===== src/rtl/clkgen_sched.sv =====
// Virtual-clock generator with three delayed edge-strobe channels and a rising-edge halt counter.
// Optional feature: define CLKGEN_SCHED_OVERRUN_EN to implement the sticky overrun flag.
module clkgen_sched #(
  parameter int HP_W  = 8,
  parameter int CYC_W = 16
) (
  input  logic             clk,
  input  logic             rst,
  input  logic             start,
  input  logic [HP_W-1:0]  half_period,
  input  logic [HP_W-1:0]  pos_dly,
  input  logic [HP_W-1:0]  neg_dly,
  input  logic [HP_W-1:0]  any_dly,
  input  logic [CYC_W-1:0] cyc_limit,
  output logic             vclk,
  output logic             pos_evt,
  output logic             neg_evt,
  output logic             any_evt,
  output logic [CYC_W-1:0] cyc_count,
  output logic             busy,
  output logic             done,
  output logic             overrun
);

  typedef enum logic [1:0] {S_IDLE, S_RUN, S_DONE} state_t;

  state_t           r_state, w_state_next;
  logic             w_start_acc, w_active, w_tick, w_rise_now, w_fall_now;
  logic             w_halt, w_term_now;
  logic [HP_W-1:0]  w_h_eff, w_cnt_cur, r_hcnt, r_hp;
  logic             r_vclk, w_vclk_cur, r_rise, r_fall, r_term_seen, r_pos_term;
  logic [CYC_W-1:0] r_cyc, w_cyc_cur, r_limit;
  logic [2:0]       w_trig, w_evt;
  logic [HP_W-1:0]  w_dly [3];

  // The start cycle behaves as if the half-period counter already held H,
  // so H=1 produces its first rising edge in the very next cycle.
  assign w_start_acc = start && (r_state != S_RUN);
  assign w_active    = w_start_acc || (r_state == S_RUN);
  assign w_h_eff     = (half_period == '0) ? HP_W'(1) : half_period;
  assign w_cnt_cur   = w_start_acc ? w_h_eff : r_hcnt;
  assign w_vclk_cur  = w_start_acc ? 1'b0 : r_vclk;
  assign w_cyc_cur   = w_start_acc ? '0 : r_cyc;
  assign w_tick      = w_active && (w_cnt_cur == HP_W'(1));
  // After the terminal rise no further rise is generated, so its strobe cannot be overwritten.
  assign w_rise_now  = w_tick && !w_vclk_cur && !(r_term_seen && !w_start_acc);
  assign w_fall_now  = w_tick && w_vclk_cur;

  assign w_term_now  = (r_limit != '0) && (r_cyc == r_limit);
  assign w_halt      = (r_state == S_RUN) && w_evt[0] && (w_trig[0] ? w_term_now : r_pos_term);

  always_comb begin
    w_state_next = r_state;
    case (r_state)
      S_IDLE, S_DONE: if (start) w_state_next = S_RUN;
      S_RUN:          if (w_halt) w_state_next = S_DONE;
      default:        w_state_next = S_IDLE;
    endcase
  end

  always_ff @(posedge clk) begin
    if (rst) r_state <= S_IDLE;
    else     r_state <= w_state_next;
  end

  always_ff @(posedge clk) begin
    if (rst) begin
      r_vclk      <= 1'b0;
      r_rise      <= 1'b0;
      r_fall      <= 1'b0;
      r_hcnt      <= '0;
      r_hp        <= '0;
      r_limit     <= '0;
      r_cyc       <= '0;
      r_term_seen <= 1'b0;
      r_pos_term  <= 1'b0;
    end else begin
      r_rise <= 1'b0;
      r_fall <= 1'b0;
      if (w_halt) begin
        r_vclk <= 1'b0;
      end else if (w_active) begin
        if (w_start_acc) begin
          r_hp    <= w_h_eff;
          r_limit <= cyc_limit;
        end
        r_hcnt <= w_tick ? (w_start_acc ? w_h_eff : r_hp) : (w_cnt_cur - HP_W'(1));
        r_vclk <= w_rise_now | (w_vclk_cur & ~w_fall_now);
        r_cyc  <= w_rise_now ? (w_cyc_cur + CYC_W'(1)) : w_cyc_cur;
        r_rise <= w_rise_now;
        r_fall <= w_fall_now;
      end
      if (w_start_acc)                r_term_seen <= 1'b0;
      else if (r_rise && w_term_now)  r_term_seen <= 1'b1;
      if (w_start_acc || w_halt)      r_pos_term  <= 1'b0;
      else if (w_trig[0])             r_pos_term  <= w_term_now;
    end
  end

  // Channel order: 0 = rising, 1 = falling, 2 = either edge.
  assign w_trig   = {r_rise | r_fall, r_fall, r_rise};
  assign w_dly[0] = pos_dly;
  assign w_dly[1] = neg_dly;
  assign w_dly[2] = any_dly;

`ifdef CLKGEN_SCHED_OVERRUN_EN
  logic [2:0] w_retrig;
`endif

  genvar gi;
  generate
    for (gi = 0; gi < 3; gi++) begin : g_ch
      logic            r_pend;
      logic [HP_W-1:0] r_cnt;

      always_ff @(posedge clk) begin
        if (rst || w_start_acc || w_halt) begin
          r_pend <= 1'b0;
          r_cnt  <= '0;
        end else if (w_trig[gi]) begin
          r_pend <= (w_dly[gi] != '0);
          r_cnt  <= w_dly[gi] - HP_W'(1);
        end else if (r_pend) begin
          if (r_cnt == '0) r_pend <= 1'b0;
          else             r_cnt  <= r_cnt - HP_W'(1);
        end
      end

      // A trigger overrides whatever was pending, including a strobe due this cycle.
      assign w_evt[gi] = w_trig[gi] ? (w_dly[gi] == '0) : (r_pend && (r_cnt == '0));
`ifdef CLKGEN_SCHED_OVERRUN_EN
      assign w_retrig[gi] = w_trig[gi] & r_pend;
`endif
    end
  endgenerate

`ifdef CLKGEN_SCHED_OVERRUN_EN
  logic r_overrun;
  always_ff @(posedge clk) begin
    if (rst || w_start_acc) r_overrun <= 1'b0;
    else if (|w_retrig)     r_overrun <= 1'b1;
  end
  // Shown already in the retriggering edge cycle, then held by the register.
  assign overrun = r_overrun | (|w_retrig);
`else
  assign overrun = 1'b0;
`endif

  assign vclk      = r_vclk;
  assign pos_evt   = w_evt[0];
  assign neg_evt   = w_evt[1];
  assign any_evt   = w_evt[2];
  assign cyc_count = r_cyc;
  assign busy      = (r_state == S_RUN);
  assign done      = (r_state == S_DONE);

endmodule


===== config.mk =====
export PLATFORM = sky130hd
export DESIGN_NAME = clkgen_sched
export DESIGN_NICKNAME = d
export VERILOG_FILES = /design/src/rtl/clkgen_sched.sv
export SDC_FILE = /design/constraint.sdc
export NUM_CORES = 1
export LEC_CHECK = 0
export CAP_MARGIN = 10
export CORE_MARGIN = 2
export CORE_UTILIZATION = 35
export DETAILED_ROUTE_END_ITERATION = 12
export PLACE_DENSITY = 0.54
export SYNTH_ARGS = -nofsm -noshare
export SYNTH_HDL_FRONTEND = slang
export SYNTH_SLANG_ARGS = --single-unit

===== constraint.sdc =====
create_clock -name clk -period 6.53 [get_ports clk]
set_input_delay 1.306 -clock clk [delete_from_list [all_inputs] [get_ports clk]]
set_output_delay 1.306 -clock clk [all_outputs]
set_load 0.1 [all_outputs]

======== Word level (Yosys, flattened, before mapping) ========
Index checks and enable logic that the tools add are counted.
word-level totals
  bits in registers ....................... 82
  memory bits (read-only) ................. 0
  output and inout port bits .............. 23
  word-level logic and storage cells ...... 118
  input port bits ......................... 51
  bits in latches ......................... 0
  memories kept ........................... 0
  bits in writable memories ............... 0
cells by class
  muxes and demuxes ....................... 32
  reduce and logical (&&, ||, !) cells .... 46
  order comparisons ....................... 0
  shift-type cells ........................ 0
  div/mod/pow operators ................... 0
  bitwise gates (word level) .............. 6
  eq/ne operators ......................... 10
  add/subtract/negate cells ............... 8
  $mul .................................... 0
operators by type and width
  kind                   number
  $mux 8                 13
  $logic_not 8->1        7
  $sub 8x1->8 const B    7
  $mux 16                2
  $reduce_bool 8->1      3
  $add 16x1->16 const B  1
  $eq 16x16->1           1
  $reduce_bool 16->1     1
  $mux 1                 14
  $logic_and 1x1->1      13
  $reduce_and 2->1       5
  $eq 8x1->1 const B     1
  $ne 2x2->1 const B     4
  $reduce_or 2->1        4
  $reduce_bool 2->1      3
  $logic_or 1x1->1       4
  $mux 2                 2
  $ne 2x1->1 const B     2
  $pmux 2 s2             1
  $logic_not 1->1        3
  $not 1->1              3
  $reduce_and 3->1       1
  $reduce_or 3->1        1
  $eq 2x1->1 const B     1
  other kinds (4)        5

======== Logic depth before layout (Yosys ltp) ========
Gate-level depths: netlist (run 1).
  word-level depth ........................ 9
  mapped depth ............................ 15
  mapped depth without buffers ............ 13

======== Least setup slack after synthesis (run 1) ========
OpenSTA, ideal clock, no wires.
  path kind ............................... input to output
  from .................................... input port pos_dly[7]
  to ...................................... output port pos_evt
  arrival ................................. 3.293 ns
  data required time ...................... 5.224 ns
  stages .................................. 3
  setup slack ............................. 1.931 ns
  buffers on the path ..................... 0
  cells stage by stage .................... nor4_1 -> nand2_1 -> mux2i_1
between the ends
  longest elaborated chain between the ends .. 2
RTL lines
  element             line  text
  start: declaration  11    input logic [HP_W-1:0] pos_dly,
  $logic_not 8->1     130   assign w_evt[gi] = w_trig[gi] ? (w_dly[gi] == '0) : (r_pend && (r_cnt == '0));
  $mux 1              130
  end: declaration    16    output logic pos_evt,
Every way passes these cells.

======== Worst setup path in the final report (run 1) ========
  from .................................... input port pos_dly[2]
  to ...................................... output port pos_evt
Same word-level chain as after synthesis.

==> implementation parameters, run 1 <==
Parameter                              Value

Floorplan
  Die extent in y ... about 120 um
  Starting density of the core ... 0.360
  Placement Rows ... 42
  Die Footprint ... 0.0146 mm2
  Number of ports placed on the die boundary ... 74
  Die X ... between 100 and 150 um
  Total core area ... between 0.01 and 0.015 mm2

Clock network
  Clock root buffer ... sky130_fd_sc_hd__clkbuf_16
  Maximum level of the CTS H-tree ... 3
  Clock Path Buffers ... 2
  TritonCTS buffer count ... 9
  Clock tree from TritonCTS ... yes
  Clock tree sinks ... 82
  Clock insertion delay at the later pin of the skew report ... ~0.34 ns
  CTS resizes ... 0
  Post-CTS Hold Fix Bufs ... 0
  Clock-pin slew on the worst setup and hold paths ... roughly 0.050 ns
  Post CTS Setup Buffer Count ... 0

Finish
  Number of antenna diodes ... 0
  Ratio of cells with drive above 1 in the final layout ... 0.0595
  Filler cells ... around 1,400
  Post-route standard cell area excluding fillers ... 0.00595 mm2
  Area used by sequential logic in the layout ... 0.00164 mm2
  Area Overhead vs Synth ... 24.2%
  Area of the multi-input gates ... roughly 0.003 mm2
  Net count reported at finish ... about 740

Logic synthesis
  Average cell area after synthesis ... about 7.7 um2
  Biggest area contributors in the synthesized netlist ... sky130_fd_sc_hd__dfxtp_1 (34%), sky130_fd_sc_hd__nand2_1 (7.2%), sky130_fd_sc_hd__a21oi_1 (6.4%)
  Synthesized flop and latch total ... slightly above 80
  Cell count after synthesis ... 625
  EDFF count, synth ... 0
  Sequential cell area fraction in the yosys report ... 0.343
  Total nets after synthesis ... around 680
  Ranking of synthesized cells by instance count ... sky130_fd_sc_hd__nand2_1 (92), sky130_fd_sc_hd__dfxtp_1 (82), sky130_fd_sc_hd__nor2_1 (68), sky130_fd_sc_hd__a21oi_1 (61), sky130_fd_sc_hd__xnor2_1 (34)
  Yosys warning count ... 0
  Distinct cell type count after synthesis ... between 60 and 70
  Cell area after synthesis ... 0.00479 mm2
  Area fraction of the dominant cell type after synthesis ... 0.343
  Predominant post-synthesis flop cell ... sky130_fd_sc_hd__dfxtp_1
  Post-synthesis async set-or-reset flop share ... 0
  Leading cell type by number of instances after synthesis ... sky130_fd_sc_hd__nand2_1
  Post-synthesis cell type with the largest combined area ... sky130_fd_sc_hd__dfxtp_1

Setup path
  Cell depth of the worst flop-to-flop path ... 14
  Critical path start-end classification ... input pin to primary output
  Critical Path Source Type ... input pin
  Setup crit end ... pos_evt
  Required time worst endpoint ... between 5 and 6 ns
  Maximum fanout count along the critical path ... 4
  Data arrival at the endpoint of the critical path ... approximately 3.7 ns
  Worst reg2reg path startpoint ... r_state[1]
  Launch point of the critical path ... pos_dly[2]
  Reg2reg setup slack ... around 3 ns
  Capturing element type of the critical path ... primary output
  R2r endpoint ... cyc_count[4]

Power and ir drop
  Clk network pwr share ... 0.388
  Reported net switching power ... 0.000346 W
  Power per cell area ... 213 mW/mm2
  Reg power frac ... 0.428
  Leakage dissipation ... between 2 and 2.5 nW
  Share of total power consumed by net switching ... 0.273
  Internal Power ... approximately 0.00092 W
  Worst voltage drop across the vdd grid ... 139 uV
  Gate power share ... 0.184

Timing
  Final Max Tran Viols ... 0
  Setup-violating endpoint count in the final report ... 0
  Final hold violation count ... 0
  Transition time of the tightest slew-check pin ... 0.983 ns
  Final critical-path share of the clock period ... 0.769
  Setup TNS ... 0 ns
  Worst slew slack as a fraction of its limit ... 0.343
  Fmax ... 199 MHz
  Setup repair after global routing missed its margin ... false
  Crit path time final ... roughly 5.0 ns
  Final clock skew ... 0.00381 ns

Place
  Post-DP HPWL ... a little over 9000 um
  Weighted congestion at the end of routability-driven global placement ... 0.822
  Placed instance area ... between 0.005 and 0.006 mm2
  Input/output buffers ... 72

Run status
  Outcome ... complete, no violations

GRT
  Met1 Usage GRT ... 0.249
  Overall routing resource usage ... 0.182
  Vias in the first global route ... about 4,400
  Met3 usage ... 0.0479
  Met2 track utilization from global routing ... 0.278
  Most used routing layer in global routing ... met2
  Overflow left after global routing ... 0
  Pin count of the biggest net entering global routing ... 40
  First-pass GRT wire length ... approximately 21,000 um
  Initial antenna violation count ... 0

Route
  First-pass iteration count of the detailed router ... 4
  Number of DRC violations after detailed-routing iteration 0 ... 316
  WL per Instance ... approximately 15 um
  Detail-routed via count per cell ... ~5.3
  Routed WL ... between 10,000 and 15,000 um
  Antenna-violating nets left ... 0
  DRC errors left ... 0
  Vias after detailed routing ... roughly 4,600

Hold path
  Path type of the worst min-delay path ... register to register

Flow run
  Total of max-cap violations ... 0
worst min-delay path by stage:
stage | startpoint | end | slack [ns] | cells after the start
2_1_floorplan | r_hp[4] | r_hp[4] | 0.44 | 2
3_3_place_gp | r_hp[2] | r_hp[2] | 0.44 | 2
3_5_place_dp | r_hp[2] | r_hp[2] | 0.45 | 2
4_1_cts | r_hp[2] | r_hp[2] | 0.46 | 2
5_1_grt | r_hp[3] | r_hp[3] | 0.49 | 2
6_report | r_hp[2] | r_hp[2] | 0.46 | 2
flip-flops by register name, summed over array words and instances (netlist names):
| name | flops |
|---|---|
| r_hcnt | 8 |
| g_ch.r_pend | 3 |
| r_rise | 1 |
| r_hp | 8 |
| r_term_seen | 1 |
| vclk | 1 |
| r_fall | 1 |
| r_state | 2 |
| r_pos_term | 1 |
| g_ch.r_cnt | 24 |
| cyc_count | 16 |
| r_limit | 16 |
final cells by class:
class                      count  area share
tap                          176      0.0370
clock inverter                 2     0.00168
clock buffer                  13      0.0471
sequential                    82       0.276
timing repair buffer          80       0.131
inverter                       8     0.00505
multi-input combinational    504       0.503
metal layers:
metal,vias to the layer above,wire (um)
li1,2329,-
met1,2145,6320
met2,107,5860
met3,19,580
met4,0,197
met5,-,0
logic make-up after synthesis:
group	share of synthesized area
xor+xnor	0.0987
simple gates	0.281
flops	0.343
buf+inv	0.0347
fa+ha+maj	0.0157
compound gates	0.192
mux	0.0339
other cells	0.000783
power groups by stage:
stage | Sequential, W | Clock, W | Combinational (W)
floorplan | 0.000550 | 0 | 0.000156
global placement | 0.000553 | 0 | 0.000229
detailed placement | 0.000554 | 0 | 0.000233
CTS | 0.000543 | 0.000509 | 0.000234
global route | 0.000546 | 0.000534 | 0.000258
finish | 0.000543 | 0.000491 | 0.000233
critical path, stage by stage:
cell,delay [ns]
sky130_fd_sc_hd__clkdlybuf4s50_1,0.50
sky130_fd_sc_hd__nor4_1,0.43
sky130_fd_sc_hd__nand2_1,0.12
sky130_fd_sc_hd__mux2i_1,0.20
sky130_fd_sc_hd__clkdlybuf4s50_1,1.16
metrics by stage:
step	hold WS (ns)	power (W)	cells	setup WS (ns)	util
floorplan	0.436	0.000706	625	1.93	-
global placement	0.444	0.000782	850	1.49	0.426
detailed placement	0.451	0.000786	850	1.48	0.426
CTS	0.459	0.00129	865	1.48	0.448
global route	0.487	0.00134	865	1.36	0.448
finish	0.455	0.00127	865	1.51	0.448
placed cells by master, fill, tap and decap left out, types with 14 or more instances in the layout:
cell                              instances
sky130_fd_sc_hd__clkdlybuf4s50_1         71
sky130_fd_sc_hd__o21ai_0                 25
sky130_fd_sc_hd__nand2_1                 92
sky130_fd_sc_hd__dfxtp_1                 82
sky130_fd_sc_hd__mux2i_1                 14
sky130_fd_sc_hd__xor2_1                  20
sky130_fd_sc_hd__nor4_1                  16
sky130_fd_sc_hd__nor2_1                  67
sky130_fd_sc_hd__a21oi_1                 61
sky130_fd_sc_hd__nand3_1                 16
sky130_fd_sc_hd__xnor2_1                 34
sky130_fd_sc_hd__nor3_1                  20
No activity file was read; power rests on OpenSTA's default activity.
==> inputs of run 2 (changes only) <==
Clock period 6.53 ns to 4.9 ns, I/O delays scaled along.
==> implementation parameters, run 2 (same netlist as run 1, synthesis figures left out) <==
Parameter                              Value

Finish
  Area used by sequential logic in the layout ... 0.00164 mm2 (unchanged)
  Area Overhead vs Synth ... 25.3%
  Net count reported at finish ... 743 (+0.13%)
  Register bank with the most flops ... g_ch.r_cnt
  Ratio of cells with drive above 1 in the final layout ... 0.0651 (+0.00562)
  Filler cells ... 1,373 (+0.66%)
  Number of antenna diodes ... 0 (unchanged)
  Commonest cells after routing, fill and taps aside ... sky130_fd_sc_hd__nand2_1 (92), sky130_fd_sc_hd__dfxtp_1 (82), sky130_fd_sc_hd__clkdlybuf4s50_1 (69)
  Most common cell after layout, fill and taps aside ... sky130_fd_sc_hd__nand2_1
  Flip-flop count of the largest register after layout ... 24 (unchanged)
  Area of the multi-input gates ... 0.00299 mm2 (unchanged)

Timing
  Setup-violating endpoint count in the final report ... 0 (unchanged)
  Final clock skew ... 0.00557 ns (+0.00176 ns)
  Transition time of the tightest slew-check pin ... 0.985 ns (+0.00205 ns)
  Setup repair after global routing missed its margin ... false
  Fmax ... 245 MHz
  Final Max Tran Viols ... 0 (unchanged)
  Crit path time final ... 4.09 ns
  Worst slew slack as a fraction of its limit ... 0.341 (-0.00137)
  Hold Slack ... 0.460 ns (+0.00515 ns)
  Setup TNS ... 0 ns (unchanged)
  Final critical-path share of the clock period ... 0.834
  Final hold violation count ... 0 (unchanged)

Setup path
  Critical path start-end classification ... input pin to primary output
  Slowest stage cell on the critical path ... sky130_fd_sc_hd__or4_1
  Data arrival at the endpoint of the critical path ... 3.11 ns (-0.61 ns)
  Critical Path Source Type ... input pin
  Capturing element type of the critical path ... primary output
  R2r endpoint ... cyc_count[4]
  Cell depth of the worst flop-to-flop path ... 13 (-1)
  Cell occurring most often along the worst timing path ... sky130_fd_sc_hd__or4_1
  Required time worst endpoint ... 3.92 ns (-1.30 ns)
  Maximum fanout count along the critical path ... 4 (unchanged)
  Reg2reg setup slack ... 1.67 ns (-1.27 ns)
  Worst reg2reg path startpoint ... r_state[1]
  Cell breakdown of the critical path ... clkdlybuf4s50_1 -> or4_1 -> or4_1 -> nor3_1 -> o21bai_1 -> buf_12
  Launch point of the critical path ... any_dly[2]
  Highest cell delay on the worst timing path ... 0.58 ns (-0.58 ns)
  Setup crit end ... any_evt

Floorplan
  Die X ... 121 um (unchanged)
  Number of ports placed on the die boundary ... 74 (unchanged)
  Placement Rows ... 42 (unchanged)
  Die Footprint ... 0.0146 mm2 (unchanged)
  Die extent in y ... 121 um (unchanged)
  Total core area ... 0.0133 mm2 (unchanged)
  Starting density of the core ... 0.360 (unchanged)

Clock network
  Clock tree from TritonCTS ... yes
  TritonCTS buffer count ... 9 (unchanged)
  Clock Path Buffers ... 2 (unchanged)
  Post CTS Setup Buffer Count ... 0 (unchanged)
  CTS resizes ... 0 (unchanged)
  Clock insertion delay at the later pin of the skew report ... 0.34 ns (about the same)
  Clock root buffer ... sky130_fd_sc_hd__clkbuf_16
  Post-CTS Hold Fix Bufs ... 0 (unchanged)
  Clock tree sinks ... 82 (unchanged)
  Maximum level of the CTS H-tree ... 3 (unchanged)
  Clock-pin slew on the worst setup and hold paths ... 0.06 ns (about the same)

Power and ir drop
  Leakage dissipation ... 2.16 nW (+0.90%)
  Reg power frac ... 0.407 (-0.021)
  Worst voltage drop across the vdd grid ... 184 uV (+33%)
  Internal Power ... 0.00130 W (+41%)
  Gate power share ... 0.174 (-0.010)
  Reported net switching power ... 0.000478 W (+38%)
  Total power draw ... 0.00177 W (+40%)
  Power per cell area ... 295 mW/mm2 (+39%)
  Share of total power consumed by net switching ... 0.270 (-0.00336)
  Clk network pwr share ... 0.418 (+0.030)

Route
  Vias after detailed routing ... 4,602 (+0.043%)
  Highest Signal Layer ... met4
  Wire length on met1 ... 6150 um (-2.7%)
  WL per Instance ... 14.6 um (-2.3%)
  Antenna-violating nets left ... 0 (unchanged)
  First-pass iteration count of the detailed router ... 4 (unchanged)
  Detail-routed via count per cell ... 5.31 (-0.19%)
  Detail Route met3 WL ... 649 um (+12%)
  Routed WL ... 12,700 um (-2.1%)
  DRC errors left ... 0 (unchanged)
  Number of DRC violations after detailed-routing iteration 0 ... 279 (-12%)
  Detailed route wirelength on metal2 ... 5720 um (-2.5%)

Place
  Weighted congestion at the end of routability-driven global placement ... 0.876 (+6.6%)
  Post-DP HPWL ... 9290 um (+0.89%)
  Input/output buffers ... 72 (unchanged)

Run status
  Outcome ... complete, no violations

GRT
  Pin count of the biggest net entering global routing ... 37 (-7.5%)
  Overall routing resource usage ... 0.179 (-0.00259)
  First-pass GRT wire length ... 21,200 um (-1.4%)
  Overflow left after global routing ... 0 (unchanged)
  Initial antenna violation count ... 0 (unchanged)
  Vias in the first global route ... 4,380 (+0.50%)

Flow run
  Total of max-cap violations ... 0 (unchanged)

Hold path
  Path type of the worst min-delay path ... register to register
run 2: how the worst min path moves through the flow:
stage	from	endpoint	slack, ns	cells after the start
after floorplan	r_hp[4]	r_hp[4]	0.44	2
after global placement	r_hp[2]	r_hp[2]	0.44	2
after detailed placement	r_hp[3]	r_hp[3]	0.45	2
after CTS	r_hp[3]	r_hp[3]	0.46	2
after global routing	r_hp[3]	r_hp[3]	0.49	2
final	r_hp[3]	r_hp[3]	0.46	2
run 2: per-layer routing:
metal,global-route usage,up-vias
met4,0.0436,0
met3,0.0451,14
li1,-,2341
met1,0.241,2144
met2,0.287,103
met5,0,-
run 2: metrics by stage:
| step | cell area [um2] | setup slack [ns] | util | cells |
|---|---|---|---|---|
| 2_1_floorplan | 4790 | 0.783 | - | 625 |
| 3_3_place_gp | 5680 | 0.622 | 0.427 | 851 |
| 3_5_place_dp | 5680 | 0.497 | 0.427 | 851 |
| 4_1_cts | 6000 | 0.797 | 0.452 | 867 |
| 5_1_grt | 6000 | 0.498 | 0.452 | 867 |
| 6_report | 6000 | 0.813 | 0.452 | 867 |
run 2: power by group through the flow:
stage	combinational [W]	sequential (W)	clock (W)
3_5_place_dp	0.000309	0.000737	0
2_1_floorplan	0.000208	0.000733	0
6_report	0.000309	0.000722	0.000741
5_1_grt	0.000344	0.000726	0.000785
4_1_cts	0.000311	0.000722	0.000760
3_3_place_gp	0.000307	0.000736	0
run 2: layout make-up:
| cell class | count | share of cell area |
|---|---|---|
| clock inverters | 6 | 0.0148 |
| repair buffers | 81 | 0.132 |
| well taps | 176 | 0.0367 |
| multi-input cells | 504 | 0.498 |
| inverters | 8 | 0.00500 |
| flip-flops and latches | 82 | 0.273 |
| clock buffers | 10 | 0.0398 |
run 2: worst max-delay path, delay by kind of cell:
kind / cells / cell delay, ns
AO/OA/AOI/OAI: 1 / 0.20
buffers and inverters: 2 / 0.67
AND/OR/NAND/NOR: 3 / 1.26
==> inputs of run 3 (changes only) <==
Clock period 4.9 ns to 4.2 ns, I/O delays scaled along.
==> implementation parameters, run 3 (same netlist as run 1, synthesis figures left out) <==
Parameter                              Value

Run status
  Outcome ... complete, no violations

Place
  Input/output buffers ... 72 (unchanged)
  Post-DP HPWL ... 9470 um (+2.0%)
  Weighted congestion at the end of routability-driven global placement ... 0.878 (+0.30%)
  Post-Place Worst Slack ... 0.0654 ns (-0.432 ns)

Clock network
  CTS resizes ... 0 (unchanged)
  Post-CTS Hold Fix Bufs ... 0 (unchanged)
  Maximum level of the CTS H-tree ... 3 (unchanged)
  Post CTS Setup Buffer Count ... 0 (unchanged)
  Clock insertion delay at the later pin of the skew report ... 0.34 ns (about the same)
  TritonCTS buffer count ... 9 (unchanged)
  Clock tree from TritonCTS ... yes
  Clock Path Buffers ... 2 (unchanged)
  Clock-pin slew on the worst setup and hold paths ... 0.06 ns (about the same)
  Clock root buffer ... sky130_fd_sc_hd__clkbuf_16
  Clock tree sinks ... 82 (unchanged)

Flow run
  Total of max-cap violations ... 0 (unchanged)

Floorplan
  Die X ... 121 um (unchanged)
  Number of ports placed on the die boundary ... 74 (unchanged)
  Placement Rows ... 42 (unchanged)
  Die extent in y ... 121 um (unchanged)
  Die Footprint ... 0.0146 mm2 (unchanged)
  Starting density of the core ... 0.360 (unchanged)
  Total core area ... 0.0133 mm2 (unchanged)

Timing
  Final Max Tran Viols ... 0 (unchanged)
  Slack of the critical path ... 0.348 ns (-0.466 ns)
  Fmax ... roughly 260 MHz
  Final clock skew ... 0.00536 ns (-0.000207 ns)
  Setup TNS ... 0 ns (unchanged)
  Final critical-path share of the clock period ... 0.917
  Setup repair after global routing missed its margin ... false
  Worst slew slack as a fraction of its limit ... 0.334 (-0.00720)
  Setup-violating endpoint count in the final report ... 0 (unchanged)
  Final hold violation count ... 0 (unchanged)
  Transition time of the tightest slew-check pin ... 0.995 ns (+0.0108 ns)
  Crit path time final ... 3.85 ns

Finish
  Ratio of cells with drive above 1 in the final layout ... 0.0704 (+0.00528)
  Number of antenna diodes ... 0 (unchanged)
  Register bank with the most flops ... g_ch.r_cnt
  Filler cells ... 1,368 (-0.36%)
  Net count reported at finish ... 748 (+0.67%)
  Most common cell after layout, fill and taps aside ... sky130_fd_sc_hd__nand2_1
  Area of the multi-input gates ... 0.00299 mm2 (unchanged)
  Area used by sequential logic in the layout ... 0.00164 mm2 (unchanged)
  Commonest cells after routing, fill and taps aside ... sky130_fd_sc_hd__nand2_1 (92), sky130_fd_sc_hd__dfxtp_1 (82), sky130_fd_sc_hd__clkdlybuf4s50_1 (68)
  Area Overhead vs Synth ... 25.4% (about the same)
  Flip-flop count of the largest register after layout ... 24 (unchanged)

Setup path
  Sum of buffers and inverters on the critical path ... 2 (unchanged)
  Maximum fanout count along the critical path ... 11 (+7)
  Required time worst endpoint ... 4.49 ns (+0.57 ns)
  Critical Path Source Type ... input pin
  Cell breakdown of the critical path ... clkdlybuf4s50_1 -> nor4_1 -> nor2b_1 -> a211oi_1 -> nor2_1 -> ha_1 -> inv_1 -> a31oi_1 -> o2111ai_2 -> a211oi_4 -> nand2_2 -> or4_1 -> nand2_1
  Critical path start-end classification ... input pin to register
  Capturing element type of the critical path ... register
  Gate family responsible for the most delay along the worst path ... simple AND/OR/NAND/NOR gates
  Slowest stage cell on the critical path ... sky130_fd_sc_hd__or4_1
  Highest cell delay on the worst timing path ... 0.49 ns (-0.09 ns)
  Data arrival at the endpoint of the critical path ... 4.14 ns (+1.03 ns)

GRT
  Pin count of the biggest net entering global routing ... 37 (unchanged)
  Vias in the first global route ... 4,386 (+0.14%)
  First-pass GRT wire length ... 21,600 um (+1.8%)
  Overall routing resource usage ... 0.184 (+0.00536)
  Overflow left after global routing ... 0 (unchanged)
  Initial antenna violation count ... 0 (unchanged)

Route
  Routed WL ... 13,000 um (+2.7%)
  First-pass iteration count of the detailed router ... 5 (+1)
  DRC errors left ... 0 (unchanged)
  Antenna-violating nets left ... 0 (unchanged)
  Number of DRC violations after detailed-routing iteration 0 ... 337 (+21%)
  WL per Instance ... 15.0 um (+2.1%)
  Detail-routed via count per cell ... 5.30 (about the same)
  Vias after detailed routing ... 4,625 (+0.50%)

Power and ir drop
  Worst voltage drop across the vdd grid ... 191 uV (+3.4%)
  Power per cell area ... 327 mW/mm2 (+11%)
  Leakage dissipation ... 2.17 nW (+0.75%)

Hold path
  Path type of the worst min-delay path ... register to register
run 3: final cells by class:
class                           count  area share
Inverter                            8     0.00500
Tap cell                          176      0.0367
Timing Repair Buffer               86       0.140
Multi-Input combinational cell    504       0.498
Clock inverter                      2     0.00167
Sequential cell                    82       0.273
Clock buffer                       14      0.0456
run 3: path summary, 6_finish.rpt:
check | depth (start not counted) | from | endpoint | slack [ns]
worst max-delay path | 13 | half_period[5] | cyc_count[4] | 0.35
worst min-delay path | 2 | r_hp[4] | r_hp[4] | 0.46
worst max register to register | 13 | r_state[1] | cyc_count[4] | 0.95
worst min register to register | 2 | r_hp[4] | r_hp[4] | 0.46
run 3: power breakdown:
part / switching, W / internal (W) / total, W / leakage [nW]
sequential: 0.0000340 / 0.000810 / 0.000844 / 0.667
clock: 0.000309 / 0.000448 / 0.000756 / 0.143
combinational: 0.000198 / 0.000167 / 0.000365 / 1.36
run 3: metal layers:
metal / global-route usage / up-vias / part of all wire
met3: 0.0352 / 19 / 0.047
li1: - / 2346 / -
met1: 0.246 / 2148 / 0.48
met2: 0.296 / 112 / 0.46
met4: 0.0661 / 0 / 0.018
met5: 0 / - / 0
run 3: tightest hold or removal path: stages, from the launching register on:
cell and delay (ns):
sky130_fd_sc_hd__dfxtp_1 0.31, sky130_fd_sc_hd__nand2_1 0.05, sky130_fd_sc_hd__a21oi_1 0.05
run 3: stage by stage:
| stage | hold slack [ns] | total power [W] | instances | utilization | cell area (um2) |
|---|---|---|---|---|---|
| 6_report | 0.456 | 0.00196 | 872 | 0.452 | 6010 |
| 3_3_place_gp | 0.446 | 0.00122 | 856 | 0.430 | 5720 |
| 4_1_cts | 0.460 | 0.00199 | 872 | 0.452 | 6010 |
| 2_1_floorplan | 0.436 | 0.00110 | 625 | - | 4790 |
| 5_1_grt | 0.476 | 0.00207 | 872 | 0.452 | 6010 |
| 3_5_place_dp | 0.451 | 0.00122 | 856 | 0.430 | 5720 |
